$ cat config.mk
export PLATFORM = sky130hd
export DESIGN_NAME = rd_mem_noc_responder_flat
export DESIGN_NICKNAME = d
export VERILOG_FILES = /design/src/rtl/rd_mem_noc_responder_pkg.sv /design/src/rtl/rd_mem_noc_responder_if.sv /design/src/rtl/rd_resp_hdr_builder.sv /design/src/rtl/rd_mem_noc_responder.sv /design/src/flat_wrapper.sv
export SDC_FILE = /design/constraint.sdc
export NUM_CORES = 1
export LEC_CHECK = 0
export BUFFER_PORTS_ARGS = -buffer_cell sky130_fd_sc_hd__buf_4
export CAP_MARGIN = 20
export CORE_AREA = 2 2 615 617
export CTS_CLUSTER_SIZE = 30
export DETAILED_ROUTE_END_ITERATION = 16
export DIE_AREA = 0 0 617 619
export HOLD_SLACK_MARGIN = 0.1
export PLACE_DENSITY = 0.3
export SETUP_SLACK_MARGIN = 0.05
export SLEW_MARGIN = 20
export SYNTH_ARGS = -nofsm -noshare
export SYNTH_HDL_FRONTEND = slang
export SYNTH_SLANG_ARGS = --single-unit
$ cat constraint.sdc
create_clock -name clk -period 4.4 [get_ports clk]
set_clock_uncertainty 0.05 [all_clocks]
set_input_delay 0.66 -clock clk [delete_from_list [all_inputs] [get_ports clk]]
set_output_delay 0.66 -clock clk [all_outputs]
set_load 0.1 [all_outputs]
$ cat src/rtl/rd_mem_noc_responder_pkg.sv
// Shared widths, message types and header flit layout for the
// memory-side NoC load responder.
package rd_mem_noc_responder_pkg;

    localparam int NOC_DATA_WIDTH      = 512;
    localparam int NOC_DATA_BYTES      = NOC_DATA_WIDTH / 8;
    localparam int NOC_DATA_BYTES_LOG2 = $clog2(NOC_DATA_BYTES);

    localparam int MSG_ADDR_WIDTH   = 40;
    localparam int MSG_LENGTH_WIDTH = 8;
    localparam int MSG_TYPE_WIDTH   = 8;
    localparam int DATA_SIZE_WIDTH  = 16;
    localparam int CHIP_ID_WIDTH    = 14;
    localparam int XY_WIDTH         = 8;
    localparam int FBITS_WIDTH      = 4;
    localparam int MSHR_WIDTH       = 8;

    localparam logic [MSG_TYPE_WIDTH-1:0] MSG_TYPE_LOAD_MEM     = 8'd19;
    localparam logic [MSG_TYPE_WIDTH-1:0] MSG_TYPE_LOAD_MEM_ACK = 8'd24;

    localparam int HDR_USED_WIDTH = 2 * (CHIP_ID_WIDTH + 2 * XY_WIDTH + FBITS_WIDTH)
                                  + MSG_LENGTH_WIDTH + MSG_TYPE_WIDTH + MSHR_WIDTH
                                  + MSG_ADDR_WIDTH + DATA_SIZE_WIDTH;
    localparam int HDR_RSVD_WIDTH = NOC_DATA_WIDTH - HDR_USED_WIDTH;

    typedef struct packed {
        logic [HDR_RSVD_WIDTH-1:0]   rsvd;
        logic [CHIP_ID_WIDTH-1:0]    dst_chip_id;
        logic [XY_WIDTH-1:0]         dst_x;
        logic [XY_WIDTH-1:0]         dst_y;
        logic [FBITS_WIDTH-1:0]      fbits;
        logic [MSG_LENGTH_WIDTH-1:0] msg_len;
        logic [MSG_TYPE_WIDTH-1:0]   msg_type;
        logic [MSHR_WIDTH-1:0]       mshr;
        logic [MSG_ADDR_WIDTH-1:0]   addr;
        logic [DATA_SIZE_WIDTH-1:0]  data_size;
        logic [CHIP_ID_WIDTH-1:0]    src_chip_id;
        logic [XY_WIDTH-1:0]         src_x;
        logic [XY_WIDTH-1:0]         src_y;
        logic [FBITS_WIDTH-1:0]      src_fbits;
    } noc_hdr_flit;

    // The extra bit keeps the round-up from overflowing before truncation.
    function automatic logic [MSG_LENGTH_WIDTH-1:0] calc_num_flits(
        input logic [DATA_SIZE_WIDTH-1:0] size
    );
        logic [DATA_SIZE_WIDTH:0] sum;
        sum = {1'b0, size} + (DATA_SIZE_WIDTH + 1)'(NOC_DATA_BYTES - 1);
        return MSG_LENGTH_WIDTH'(sum >> NOC_DATA_BYTES_LOG2);
    endfunction

endpackage

$ cat src/rtl/rd_mem_noc_responder_if.sv
// NoC request/response and memory read handshakes of the load responder.
interface rd_mem_noc_responder_if;
    import rd_mem_noc_responder_pkg::*;

    logic                      noc_rd_resp_req_noc0_val;
    logic [NOC_DATA_WIDTH-1:0] noc_rd_resp_req_noc0_data;
    logic                      rd_resp_noc_req_noc0_rdy;

    logic                      rd_resp_noc_resp_noc0_val;
    logic [NOC_DATA_WIDTH-1:0] rd_resp_noc_resp_noc0_data;
    logic                      noc_rd_resp_resp_noc0_rdy;

    logic                      mem_rd_req_val;
    logic [MSG_ADDR_WIDTH-1:0] mem_rd_req_addr;
    logic                      mem_rd_req_rdy;

    logic                      mem_rd_resp_val;
    logic [NOC_DATA_WIDTH-1:0] mem_rd_resp_data;
    logic                      mem_rd_resp_rdy;

    modport slave (
        input  noc_rd_resp_req_noc0_val,
        input  noc_rd_resp_req_noc0_data,
        output rd_resp_noc_req_noc0_rdy,
        output rd_resp_noc_resp_noc0_val,
        output rd_resp_noc_resp_noc0_data,
        input  noc_rd_resp_resp_noc0_rdy,
        output mem_rd_req_val,
        output mem_rd_req_addr,
        input  mem_rd_req_rdy,
        input  mem_rd_resp_val,
        input  mem_rd_resp_data,
        output mem_rd_resp_rdy
    );

    modport master (
        output noc_rd_resp_req_noc0_val,
        output noc_rd_resp_req_noc0_data,
        input  rd_resp_noc_req_noc0_rdy,
        input  rd_resp_noc_resp_noc0_val,
        input  rd_resp_noc_resp_noc0_data,
        output noc_rd_resp_resp_noc0_rdy,
        input  mem_rd_req_val,
        input  mem_rd_req_addr,
        output mem_rd_req_rdy,
        output mem_rd_resp_val,
        output mem_rd_resp_data,
        input  mem_rd_resp_rdy
    );

endinterface

$ cat src/rtl/rd_resp_hdr_builder.sv
// Builds the response header and flit count from a registered request
// header; shared with the write responder.
module rd_resp_hdr_builder
    import rd_mem_noc_responder_pkg::*;
#(
    parameter int SRC_X = 0,
    parameter int SRC_Y = 0,
    parameter int FBITS = 0
) (
    input  noc_hdr_flit                  req,
    output noc_hdr_flit                  resp,
    output logic [MSG_LENGTH_WIDTH-1:0]  num_flits
);

    logic [MSG_LENGTH_WIDTH-1:0] nf;
    logic                        unused_req;

    assign nf         = calc_num_flits(req.data_size);
    assign num_flits  = nf;
    assign unused_req = ^{req.rsvd, req.dst_chip_id, req.dst_x, req.dst_y,
                          req.fbits, req.msg_len, req.msg_type, req.mshr};

    always_comb begin
        resp             = '0;
        resp.dst_chip_id = req.src_chip_id;
        resp.dst_x       = req.src_x;
        resp.dst_y       = req.src_y;
        resp.fbits       = req.src_fbits;
        resp.msg_len     = nf;
        resp.msg_type    = MSG_TYPE_LOAD_MEM_ACK;
        resp.addr        = req.addr;
        resp.data_size   = req.data_size;
        resp.src_chip_id = '0;
        resp.src_x       = XY_WIDTH'(SRC_X);
        resp.src_y       = XY_WIDTH'(SRC_Y);
        resp.src_fbits   = FBITS_WIDTH'(FBITS);
    end

endmodule

$ cat src/rtl/rd_mem_noc_responder.sv
// Memory-side end of the NoC load protocol: one header flit followed by
// one data flit per memory beat, with a single read outstanding.
module rd_mem_noc_responder
    import rd_mem_noc_responder_pkg::*;
#(
    parameter int SRC_X = 0,
    parameter int SRC_Y = 0,
    parameter int FBITS = 0
) (
    input  logic                  clk,
    input  logic                  rst,
    rd_mem_noc_responder_if.slave bus
);

    typedef enum logic [2:0] {
        RECV_HDR,
        DRAIN,
        SEND_HDR,
        RD_REQ,
        RD_RESP
    } states_e;

    localparam logic [MSG_LENGTH_WIDTH-1:0] LEN_ONE    = MSG_LENGTH_WIDTH'(1);
    localparam logic [MSG_ADDR_WIDTH-1:0]   BEAT_BYTES = MSG_ADDR_WIDTH'(NOC_DATA_BYTES);

    states_e                     state;
    logic                        live;
    noc_hdr_flit                 in_hdr;
    noc_hdr_flit                 req_hdr;
    noc_hdr_flit                 resp_hdr;
    logic [MSG_LENGTH_WIDTH-1:0] num_flits;
    logic [MSG_LENGTH_WIDTH-1:0] beat_cnt;
    logic [MSG_ADDR_WIDTH-1:0]   cur_addr;

    logic                        req_rdy;
    logic                        resp_val;
    logic [NOC_DATA_WIDTH-1:0]   resp_data;
    logic                        mreq_val;
    logic                        mresp_rdy;
    logic                        req_xfer;
    logic                        resp_xfer;
    logic                        mreq_xfer;

    rd_resp_hdr_builder #(
        .SRC_X (SRC_X),
        .SRC_Y (SRC_Y),
        .FBITS (FBITS)
    ) u_hdr_builder (
        .req       (req_hdr),
        .resp      (resp_hdr),
        .num_flits (num_flits)
    );

    assign in_hdr    = bus.noc_rd_resp_req_noc0_data;
    assign req_xfer  = bus.noc_rd_resp_req_noc0_val & req_rdy;
    assign resp_xfer = resp_val & bus.noc_rd_resp_resp_noc0_rdy;
    assign mreq_xfer = mreq_val & bus.mem_rd_req_rdy;

    // live holds every handshake low until the first cycle after reset.
    always_comb begin
        req_rdy   = 1'b0;
        resp_val  = 1'b0;
        resp_data = '0;
        mreq_val  = 1'b0;
        mresp_rdy = 1'b0;
        unique case (state)
            RECV_HDR: req_rdy = live;
            DRAIN:    req_rdy = 1'b1;
            SEND_HDR: begin
                resp_val  = 1'b1;
                resp_data = resp_hdr;
            end
            RD_REQ:   mreq_val = 1'b1;
            RD_RESP: begin
                resp_val  = bus.mem_rd_resp_val;
                resp_data = bus.mem_rd_resp_data;
                mresp_rdy = bus.noc_rd_resp_resp_noc0_rdy;
            end
            default: begin
                req_rdy   = 1'bx;
                resp_val  = 1'bx;
                resp_data = 'x;
                mreq_val  = 1'bx;
                mresp_rdy = 1'bx;
            end
        endcase
    end

    assign bus.rd_resp_noc_req_noc0_rdy   = req_rdy;
    assign bus.rd_resp_noc_resp_noc0_val  = resp_val;
    assign bus.rd_resp_noc_resp_noc0_data = resp_data;
    assign bus.mem_rd_req_val             = mreq_val;
    assign bus.mem_rd_req_addr            = cur_addr;
    assign bus.mem_rd_resp_rdy            = mresp_rdy;

    always_ff @(posedge clk) begin
        if (rst) begin
            state    <= RECV_HDR;
            live     <= 1'b0;
            req_hdr  <= '0;
            beat_cnt <= '0;
            cur_addr <= '0;
        end else begin
            live <= 1'b1;
            unique case (state)
                RECV_HDR: begin
                    if (req_xfer) begin
                        req_hdr  <= in_hdr;
                        beat_cnt <= '0;
                        if (in_hdr.msg_type == MSG_TYPE_LOAD_MEM && in_hdr.msg_len == '0)
                            state <= SEND_HDR;
                        else if (in_hdr.msg_len != '0)
                            state <= DRAIN;
                    end
                end
                DRAIN: begin
                    if (req_xfer) begin
                        beat_cnt <= beat_cnt + LEN_ONE;
                        if (beat_cnt == req_hdr.msg_len - LEN_ONE)
                            state <= RECV_HDR;
                    end
                end
                SEND_HDR: begin
                    if (resp_xfer) begin
                        beat_cnt <= '0;
                        cur_addr <= req_hdr.addr;
                        state    <= (num_flits != '0) ? RD_REQ : RECV_HDR;
                    end
                end
                RD_REQ: begin
                    if (mreq_xfer)
                        state <= RD_RESP;
                end
                RD_RESP: begin
                    if (resp_xfer) begin
                        beat_cnt <= beat_cnt + LEN_ONE;
                        cur_addr <= cur_addr + BEAT_BYTES;
                        state    <= (beat_cnt == num_flits - LEN_ONE) ? RECV_HDR : RD_REQ;
                    end
                end
                default: begin
                    state    <= states_e'(3'bxxx);
                    req_hdr  <= 'x;
                    beat_cnt <= 'x;
                    cur_addr <= 'x;
                end
            endcase
        end
    end

    a_mem_resp_in_rd_resp: assert property (
        @(posedge clk) disable iff (rst)
        !(bus.mem_rd_resp_val && state != RD_RESP)
    );

endmodule

$ cat src/flat_wrapper.sv
// flat-port wrapper written by rule: the top's interface ports become plain ports
module rd_mem_noc_responder_flat import rd_mem_noc_responder_pkg::*;
#(
    parameter int SRC_X = 0,
    parameter int SRC_Y = 0,
    parameter int FBITS = 0
)
  (clk, rst, bus_noc_rd_resp_req_noc0_val, bus_noc_rd_resp_req_noc0_data, bus_rd_resp_noc_req_noc0_rdy, bus_rd_resp_noc_resp_noc0_val, bus_rd_resp_noc_resp_noc0_data, bus_noc_rd_resp_resp_noc0_rdy, bus_mem_rd_req_val, bus_mem_rd_req_addr, bus_mem_rd_req_rdy, bus_mem_rd_resp_val, bus_mem_rd_resp_data, bus_mem_rd_resp_rdy);
  rd_mem_noc_responder_if bus_i ();
  input  logic clk;
  input  logic rst;
  input wire logic [$bits(bus_i.noc_rd_resp_req_noc0_val)-1:0] bus_noc_rd_resp_req_noc0_val;
  input wire logic [$bits(bus_i.noc_rd_resp_req_noc0_data)-1:0] bus_noc_rd_resp_req_noc0_data;
  output wire logic [$bits(bus_i.rd_resp_noc_req_noc0_rdy)-1:0] bus_rd_resp_noc_req_noc0_rdy;
  output wire logic [$bits(bus_i.rd_resp_noc_resp_noc0_val)-1:0] bus_rd_resp_noc_resp_noc0_val;
  output wire logic [$bits(bus_i.rd_resp_noc_resp_noc0_data)-1:0] bus_rd_resp_noc_resp_noc0_data;
  input wire logic [$bits(bus_i.noc_rd_resp_resp_noc0_rdy)-1:0] bus_noc_rd_resp_resp_noc0_rdy;
  output wire logic [$bits(bus_i.mem_rd_req_val)-1:0] bus_mem_rd_req_val;
  output wire logic [$bits(bus_i.mem_rd_req_addr)-1:0] bus_mem_rd_req_addr;
  input wire logic [$bits(bus_i.mem_rd_req_rdy)-1:0] bus_mem_rd_req_rdy;
  input wire logic [$bits(bus_i.mem_rd_resp_val)-1:0] bus_mem_rd_resp_val;
  input wire logic [$bits(bus_i.mem_rd_resp_data)-1:0] bus_mem_rd_resp_data;
  output wire logic [$bits(bus_i.mem_rd_resp_rdy)-1:0] bus_mem_rd_resp_rdy;
  assign bus_i.noc_rd_resp_req_noc0_val = bus_noc_rd_resp_req_noc0_val;
  assign bus_i.noc_rd_resp_req_noc0_data = bus_noc_rd_resp_req_noc0_data;
  assign bus_rd_resp_noc_req_noc0_rdy = bus_i.rd_resp_noc_req_noc0_rdy;
  assign bus_rd_resp_noc_resp_noc0_val = bus_i.rd_resp_noc_resp_noc0_val;
  assign bus_rd_resp_noc_resp_noc0_data = bus_i.rd_resp_noc_resp_noc0_data;
  assign bus_i.noc_rd_resp_resp_noc0_rdy = bus_noc_rd_resp_resp_noc0_rdy;
  assign bus_mem_rd_req_val = bus_i.mem_rd_req_val;
  assign bus_mem_rd_req_addr = bus_i.mem_rd_req_addr;
  assign bus_i.mem_rd_req_rdy = bus_mem_rd_req_rdy;
  assign bus_i.mem_rd_resp_val = bus_mem_rd_resp_val;
  assign bus_i.mem_rd_resp_data = bus_mem_rd_resp_data;
  assign bus_mem_rd_resp_rdy = bus_i.mem_rd_resp_rdy;
  rd_mem_noc_responder #(.SRC_X(SRC_X), .SRC_Y(SRC_Y), .FBITS(FBITS)) u_core (.clk(clk), .rst(rst), .bus(bus_i));
endmodule
## Word level (Yosys, flattened, before mapping)

Cells that the tools add are included.

| operators by class | value |
|---|---|
| reductions and logical operators | 14 |
| muxes and demuxes | 27 |
| bitwise operators | 6 |
| $add $sub $neg | 5 |
| eq/ne operators | 14 |

Operator list:

| cell | count |
|---|---|
| case mux 512 bit (3 select lines) | 1 |
| 2-to-1 mux 114 bit | 2 |
| 2-to-1 mux 40 bit | 2 |
| case mux 40 bit (2 select lines) | 1 |
| adder 40 x 7 -> 40 bit (second input constant) | 1 |
| 2-to-1 mux 8 bit | 4 |
| case mux 8 bit (4 select lines) | 1 |
| 2-to-1 mux 3 bit | 8 |
| equality test 8 bit | 2 |
| nonzero test 8 bit | 2 |
| subtractor 8 x 1 -> 8 bit (second input constant) | 2 |
| case mux 3 bit (5 select lines) | 1 |
| adder 14 x 6 -> 14 bit (second input constant) | 1 |
| inequality test 2 x 1 -> 1 bit (second input constant) | 6 |
| OR reduction 4 bit | 3 |
| adder 8 x 1 -> 8 bit (second input constant) | 1 |
| equality test 8 x 5 -> 1 bit (second input constant) | 1 |
| zero test 8 bit | 1 |
| AND reduction 7 bit | 1 |
| equality test 3 x 2 -> 1 bit (second input constant) | 2 |
| case mux 1 bit (3 select lines) | 2 |
| OR reduction 3 bit | 2 |
| AND reduction 5 bit | 1 |
| 2-to-1 mux 2 bit | 2 |
| 11 further kinds | 16 |

| storage, ports and cells | value |
|---|---|
| input bits | 1030 |
| word-level logic and storage cells | 77 |
| bits in registers | 150 |

## Logic depth before layout (Yosys ltp)

Gate-level depths: netlist of run 1.

| depth | value |
|---|---|
| depth in word-level cells | 6 |
| mapped depth | 12 |

## Modules after synthesis

Synthesis of run 1 repeated with hierarchy kept, for this count alone.

| second synthesis, totals | value |
|---|---|
| cells, all modules | 3866 |
| area total of the unflattened synthesis | 29811.1 um^2 |

By module, submodules not included:

| module | cells each | seq. area each (um^2) | area each (um^2) | times used |
|---|---|---|---|---|
| rd_mem_noc_responder | 3331 | 11290.8 | 25816.0 | 1 |
| rd_resp_hdr_builder | 535 | 0.0 | 3995.1 | 1 |

## Worst setup path after synthesis of run 1

OpenSTA, ideal clock, no wires.

| timing path | value |
|---|---|
| path type | register to output |
| start | reg u_core.req_hdr[42] (netlist name) |
| end | out bus_rd_resp_noc_resp_noc0_data[113] |
| data required time | 3.690 ns |
| setup slack | 0.096 ns |
| stages on the path, launching flop included | 7 |
| arrival time | 3.594 ns |
| cell sequence | dfxtp_1 > clkbuf_1 > nand4_1 > a211oi_1 > nand2_1 > xor2_1 > o21ai_0 |

| on the way | value |
|---|---|
| longest elaborated chain between the ends | 2 |

RTL lines:

| item | RTL line | source |
|---|---|---|
| start: declaration | rd_mem_noc_responder.sv:29 | `noc_hdr_flit req_hdr;` |
| start signal: assignment | rd_mem_noc_responder.sv:108 | `req_hdr <= in_hdr;` |
| adder 14 x 6 -> 14 bit | rd_mem_noc_responder_pkg.sv:48 | `sum = {1'b0, size} + (DATA_SIZE_WIDTH + 1)'(NOC_DATA_BYTES - 1);` |
| case mux 512 bit (3 select lines) | rd_mem_noc_responder.sv:66 | `unique case (state)` |
| end: declaration | flat_wrapper.sv:16 | `output wire logic [$bits(bus_i.rd_resp_noc_resp_noc0_data)-1:0] bus_rd_resp_noc_resp_noc0_data;` |

Every way passes these cells.

## Worst setup path after layout of run 1

| timing path | value |
|---|---|
| start | reg u_core.state[0] |
| end | out bus_rd_resp_noc_resp_noc0_data[18] |

| on the way | value |
|---|---|
| longest elaborated chain between the ends | 3 |
| elaborated cells on any way between the ends | 7 |
| classes of those cells | eq/ne: 4; mux: 1; reduce/logical: 2 |

RTL lines:

| item | RTL line | source |
|---|---|---|
| start: declaration | rd_mem_noc_responder.sv:26 | `states_e state;` |
| start signal: assignment | rd_mem_noc_responder.sv:127 | `state <= (num_flits != '0) ? RD_REQ : RECV_HDR;` |
| start signal: assignment | rd_mem_noc_responder.sv:138 | `state <= (beat_cnt == num_flits - LEN_ONE) ? RECV_HDR : RD_REQ;` |
| start signal: assignment | rd_mem_noc_responder.sv:142 | `state <= states_e'(3'bxxx);` |
| equality test 3 x 1 -> 1 bit (tied with other cells) | rd_mem_noc_responder.sv:66 |  |
| OR reduction 3 bit (no source line) | n/a |  |
| case mux 512 bit (3 select lines) (*) | rd_mem_noc_responder.sv:66 |  |

Every way passes the cells marked *; elsewhere a longest branch is shown, timed or not.

==> impl_metrics.json, run 1 <==
{
  "status": "complete, no violations",
  "first_global_vias": 17190,
  "synth.ff_latch_count": 150,
  "slew_viol_final": 0,
  "die_h_um": 619,
  "worstSetupEndpointType": "output port",
  "rows": 225,
  "rsz_0062_raised_after_global_routing": "no",
  "clkLatencyLatePin_ns": 0.52,
  "fin_nets": 3669,
  "routabilityCongestion": 0.8749,
  "largest_net_degree_at_the_start_of_global_routing": 191,
  "crit_start": "u_core.state[0]",
  "hold_class": "in -> reg",
  "crit_reg_reg_startpoint": "u_core.req_hdr[34]",
  "postRouteAntennaNets": 0,
  "cap_viol_max_count": 0,
  "hold_buffers": 0,
  "wirelength_um": 233600,
  "cts_htree_levels": 4,
  "irDropWorstVdd_uv": 239.5,
  "postSynth.topFlopCell": "dfxtp_1",
  "post-route-cell-area_um2": 26650,
  "critical_path.slowest_cell": "nor2_4",
  "power.leakage_nw": 11.72,
  "critical_path_buffers_and_inverters": 4,
  "dr.first_iter.drc_count": 1282,
  "initial_core_util": 0.02919,
  "hp-start": "bus_noc_rd_resp_req_noc0_data[68]",
  "post_cts_setup_buffer_count": 0,
  "placed_area_um2": 25930,
  "layout_min_cycle_time_ns": 3.735,
  "final_common_cell": "buf_4",
  "avgViaCountPerCell": 2.309,
  "final_layout_size_suffix_gt1_frac": 0.4841,
  "drt_drc_violations_left": 0,
  "cts_root_buf": "clkbuf_16",
  "cp_max_fo": 39,
  "period_share": 0.8490,
  "die_footprint_um2": 381900,
  "timing.max_slew.rel_slack": 0.4068,
  "core_area_um2": 374700,
  "grt_pass1_wl_um": 271000,
  "max_stage_delay_ns": 0.52,
  "yosys_warnings": 0,
  "layout_common_cells": "1218 x buf_4, 426 x and3_1, 259 x nand2_1",
  "final-hold-violation-count": 0,
  "syn_avg_cell_area_um2": 6.957,
  "cts_repair_resize_count": 0,
  "routed_wire_per_std_cell_um": 30.40,
  "layout.cells.non_filler": 7684,
  "tns_ns": 0,
  "worstPathRequired_ns": 3.69,
  "final-setup-viol-count": 0,
  "post-place-cells": 7610,
  "fmax_mhz": 267.7,
  "hpwl_um": 214000,
  "cts.reportedPaths.clkPinSlew_ns": 0.09,
  "cts_buffer_depth": 2,
  "syn-num-nets": 2606,
  "crit_chain": "nor2_4 -> buf_12 -> buf_12 -> buf_4 -> and3_1 -> buf_4",
  "drt_pass1_iterations": 5,
  "path_delay_family": "buffers and inverters",
  "start_kind": "flop",
  "postSynthCellCount": 1572,
  "routed-via-count": 17740,
  "portBuffers": 1179,
  "rrSetupSlack_ns": 1.20,
  "clkSinkCount": 150,
  "globalRouteOverflowTotal": 0,
  "grtUsageTotal": 0.1172,
  "worst-setup-path-type": "reg -> out",
  "cts-buffers-inserted": 17,
  "tritoncts": "yes",
  "netlist-cell-type-count": 63,
  "async_flop_share": 0,
  "power_per_cell_area_nw_per_um2": 265.2,
  "final_core_utilization": 0.07113,
  "arrival_ns": 3.03,
  "grt_antenna_before_repair": 188,
  "dieWidth_um": 617,
  "ys_seq_area_frac": 0.2746,
  "io_pins": 1586,
  "max_slew.worst_pin.slew_ns": 0.8898,
  "synth-edff-count": 0,
  "layout-area-overhead-vs-synth_pct": 143.7,
  "synth_area_um2": 10940
}
## logic make-up after synthesis
family	synth area share
buffers and inverters	0.06887
adders and majority gates	0.004576
and+or+nand+nor	0.4050
muxes	0.009610
xor gates and xnor gates	0.02940
AOI/OAI and AO/OA	0.2080
DFF	0.2746
## flip-flops by register name (all words and copies together) (netlist names)
name,flops
u_core.beat_cnt,8
u_core.bus.mem_rd_req_addr,40
u_core.live,1
u_core.req_hdr,98
u_core.state,3
## path summary, 6_finish.rpt
| path | to | cells after the start |
|---|---|---|
| max | bus_rd_resp_noc_resp_noc0_data[18] | 6 |
| min | u_core.req_hdr[68] | 3 |
| max reg2reg | u_core.state[0] | 12 |
| min reg2reg | u_core.req_hdr[49] | 2 |
## report_power, final
part           internal (mW)  switching (mW)  total (mW)  leakage (nW)
clock network          0.787           0.844        1.63         0.301
registers               1.49           0.189        1.68          1.22
logic                   1.07            2.68        3.76          10.2
total                   3.35            3.72        7.07          11.7
## routing by layer
layer,track usage,vias to the layer above,part of all wire
li1,-,7844,-
met4,0.01080,38,0.012
met1,0.1538,8594,0.45
met5,0.004419,-,0.0010
met3,0.05227,234,0.099
met2,0.1803,1032,0.44
## cells in the mapped netlist (all sizes together) (5+ instances only)
master / count / area, um^2
and3: 427 / 2671
nand2: 260 / 975.9
clkbuf: 182 / 684.4
dfxtp: 150 / 3003
a21oi: 135 / 675.7
a22o: 94 / 824.5
nor2: 48 / 180.2
o21ai: 42 / 210.2
nand3: 30 / 150.1
a211oi: 19 / 142.6
xnor2: 18 / 157.7
nand4: 16 / 100.1
xor2: 16 / 140.1
nor3: 15 / 75.07
inv: 14 / 52.55
mux2i: 9 / 90.09
o22ai: 9 / 56.30
a31oi: 6 / 37.54
or3: 6 / 37.54
or4: 6 / 50.05
and4: 5 / 45.04
nor4: 5 / 37.53
## cell type report
| type | instances | area [um^2] |
|---|---|---|
| fillers | 44230 | 348000 |
| repair buffers | 1230 | 9375 |
| multi-input cells | 1222 | 7249 |
| well taps | 4994 | 6248 |
| flip-flops and latches | 150 | 3007 |
| clock buffers | 18 | 439.2 |
| clock inverters | 14 | 177.7 |
| diodes | 42 | 105.1 |
| inverters | 14 | 52.55 |
## stage by stage
| step | worst slack, ns | hold slack, ns | total power, mW |
|---|---|---|---|
| after floorplan | 0.09580 | 0.3815 | 3.589 |
| after global placement | 1.166 | 0.3954 | 5.559 |
| after detailed placement | 1.201 | 0.3955 | 5.556 |
| after CTS | 0.5925 | 0.2608 | 7.253 |
| after global routing | 0.5164 | 0.2915 | 7.475 |
| final | 0.6646 | 0.3239 | 7.070 |
## worst register-to-register path: cells and delay by family, from the launching register on
kind,cells,cell delay (ns)
AOI/OAI and AO/OA,3,0.66
xor gates and xnor gates,4,0.70
adders and majority gates,1,0.37
buffers and inverters,1,0.24
DFF,1,0.36
and+or+nand+nor,3,0.69
Note: power is estimated with default switching activity, not from simulation.
==> run 2, diff against run 1 <==
--- a/config.mk
+++ b/config.mk
@@ -7,10 +7,10 @@
 export LEC_CHECK = 0
 export BUFFER_PORTS_ARGS = -buffer_cell sky130_fd_sc_hd__buf_4
 export CAP_MARGIN = 20
-export CORE_AREA = 2 2 615 617
+export CORE_AREA = 2 2 611 613
 export CTS_CLUSTER_SIZE = 30
 export DETAILED_ROUTE_END_ITERATION = 16
-export DIE_AREA = 0 0 617 619
+export DIE_AREA = 0 0 613 615
 export HOLD_SLACK_MARGIN = 0.1
 export PLACE_DENSITY = 0.3
 export SETUP_SLACK_MARGIN = 0.05
==> constraint.sdc (replaced) <==
create_clock -name clk -period 3.3 [get_ports clk]
set_clock_uncertainty 0.05 [all_clocks]
set_input_delay 0.495 -clock clk [delete_from_list [all_inputs] [get_ports clk]]
set_output_delay 0.495 -clock clk [all_outputs]
set_load 0.1 [all_outputs]
==> run 2 against run 1 <==
Effect of this change:
- combinational power up 47%
- register-to-register slack worse by 0.95 ns
- sequential share of layout area down 1.2 points
- global-route usage up 1.2 points
- largest cell class unchanged
- worst setup slack worse by 0.61 ns
- non-clock buffer count up 141
- largest power group unchanged
- final area up 12%
==> impl_metrics.json, run 2 (synthesis gave the netlist of run 1 again) <==
{
  "status": "complete, no violations",
  "setup_ws_pre_cts_ns": -0.05969,
  "largest_net_degree_at_the_start_of_global_routing": 142,
  "wirelength_um": 252500,
  "placed_area_um2": 28920,
  "grt_pass1_wl_um": 296000,
  "layout_min_cycle_time_ns": 3.248,
  "crit_start": "u_core.req_hdr[36]",
  "first_global_vias": 18140,
  "rsz_0062_raised_after_global_routing": "yes",
  "final-setup-viol-count": 0,
  "power_per_cell_area_nw_per_um2": 332.0,
  "worstPathRequired_ns": 2.75,
  "dieWidth_um": 613,
  "routabilityCongestion": 0.8706,
  "layout-area-overhead-vs-synth_pct": 173.8,
  "grtUsageTotal": 0.1294,
  "postRouteAntennaNets": 0,
  "core_area_um2": 370800,
  "fin_ws_ns": 0.05159,
  "slew_viol_final": 0,
  "rows": 224,
  "final_layout_size_suffix_gt1_frac": 0.5213,
  "start_kind": "flop",
  "largest_register_ff_count": 98,
  "cts.reportedPaths.clkPinSlew_ns": 0.09,
  "final_core_utilization": 0.08077,
  "clkLatencyLatePin_ns": 0.52,
  "worstSetupEndpointType": "output port",
  "multi_input_gate_area_um2": 7361,
  "grt_antenna_before_repair": 166,
  "routed-via-count": 18520,
  "final-hold-violation-count": 0,
  "routed_wire_per_std_cell_um": 32.38,
  "hp-start": "bus_noc_rd_resp_req_noc0_data[73]",
  "io_pins": 1586,
  "dr.first_iter.drc_count": 1200,
  "fmax_mhz": 307.8,
  "cts_buffer_depth": 2,
  "cts_root_buf": "clkbuf_16",
  "period_share": 0.9844,
  "tns_ns": 0,
  "cap_viol_max_count": 0,
  "fill_cells": 43540,
  "timing.max_slew.rel_slack": 0.2947,
  "avgViaCountPerCell": 2.375,
  "cts-buffers-inserted": 17,
  "worst-setup-path-type": "reg -> out",
  "crit_reg_reg_startpoint": "u_core.req_hdr[35]",
  "sequential_cell_area_um2": 3015,
  "globalRouteOverflowTotal": 0,
  "reg2reg_to": "u_core.state[0]",
  "reg2reg_depth": 14,
  "die_h_um": 615,
  "drt_pass1_iterations": 6,
  "holdPathEnd": "u_core.req_hdr[73]",
  "max_slew.worst_pin.slew_ns": 1.058,
  "cts_htree_levels": 4,
  "portBuffers": 1179,
  "final_common_cell": "buf_4",
  "die_footprint_um2": 377000,
  "arrival_ns": 2.70,
  "clkSinkCount": 150,
  "cp_max_fo": 4,
  "power.leakage_nw": 12.98,
  "fin_nets": 3812,
  "post-route-cell-area_um2": 29950,
  "hpwl_um": 230400,
  "rrSetupSlack_ns": 0.25,
  "hold-path-cell-count": 3,
  "drt_drc_violations_left": 0,
  "hold_class": "in -> reg",
  "fin_worst_hold_slack_ns": 0.1706,
  "irDropWorstVdd_uv": 252.5,
  "registers.top_by_ff_count": "u_core.req_hdr",
  "initial_core_util": 0.02950,
  "tritoncts": "yes",
  "layout_common_cells": "1180 x buf_4, 419 x and3_1, 257 x nand2_1"
}
run 2: cell count changes in the layout (fill, tap and decap cells not counted), sizes merged:
| cell | change |
|---|---|
| clkbuf | -1 |
| and3 | +2 |
| buf | +141 |
| inv | -5 |
| clkinvlp | +1 |
| clkinv | +5 |
| diode | -6 |
run 2: per-layer routing:
layer / up-vias / wire length [um] / GRT usage
met5: - / 213 / 0
met4: 32 / 2492 / 0.01176
met3: 237 / 14220 / 0.02650
met2: 1012 / 115100 / 0.2089
met1: 9109 / 120500 / 0.1813
li1: 8129 / - / -
run 2: layout make-up:
class | count | area share
Clock inverter | 15 | 0.006726
Antenna cell | 36 | 0.003008
Clock buffer | 17 | 0.01420
Tap cell | 4972 | 0.2077
Sequential cell | 150 | 0.1007
Multi-Input combinational cell | 1224 | 0.2458
Inverter | 14 | 0.001880
Timing Repair Buffer | 1371 | 0.4200
run 2: where the power goes:
group | switching (mW) | total (mW) | internal (mW)
Combinational | 3.86 | 5.54 | 1.68
Clock | 1.15 | 2.19 | 1.03
Sequential | 0.223 | 2.21 | 1.99
Total | 5.24 | 9.94 | 4.71
run 2: timing repair:
item,CTS,global route
endpoints found under the setup margin,91,28
pin swaps,7,5
cloned,2,0
gates resized for setup,30,27
buffers inserted,11,2
hold buffers,0,0
run 2: worst max-delay path: stages (launching register included):
cell	delay (ns)
dfxtp_4	0.36
or4_4	0.63
o311ai_4	0.31
nor2_1	0.09
xnor2_1	0.14
o21ai_2	0.28
buf_4	0.19
buf_12	0.17
run 2: how the worst max path moves through the flow:
stage                                          endpoint  slack [ns]  cells past startpoint
floorplan           bus_rd_resp_noc_resp_noc0_data[107]       -0.64                      6
global placement                        u_core.state[1]       -0.04                     13
detailed placement                      u_core.state[0]       -0.06                     13
CTS                 bus_rd_resp_noc_resp_noc0_data[110]       -0.10                      7
global route        bus_rd_resp_noc_resp_noc0_data[110]       -0.07                      7
finish              bus_rd_resp_noc_resp_noc0_data[110]        0.05                      7
run 2: per-stage QoR:
step                      instances  total power, mW
after floorplan                1572            4.786
after global placement         7716            7.866
after detailed placement       7716            7.815
after CTS                      7761            10.15
after global routing           7767            10.48
final                          7799            9.943
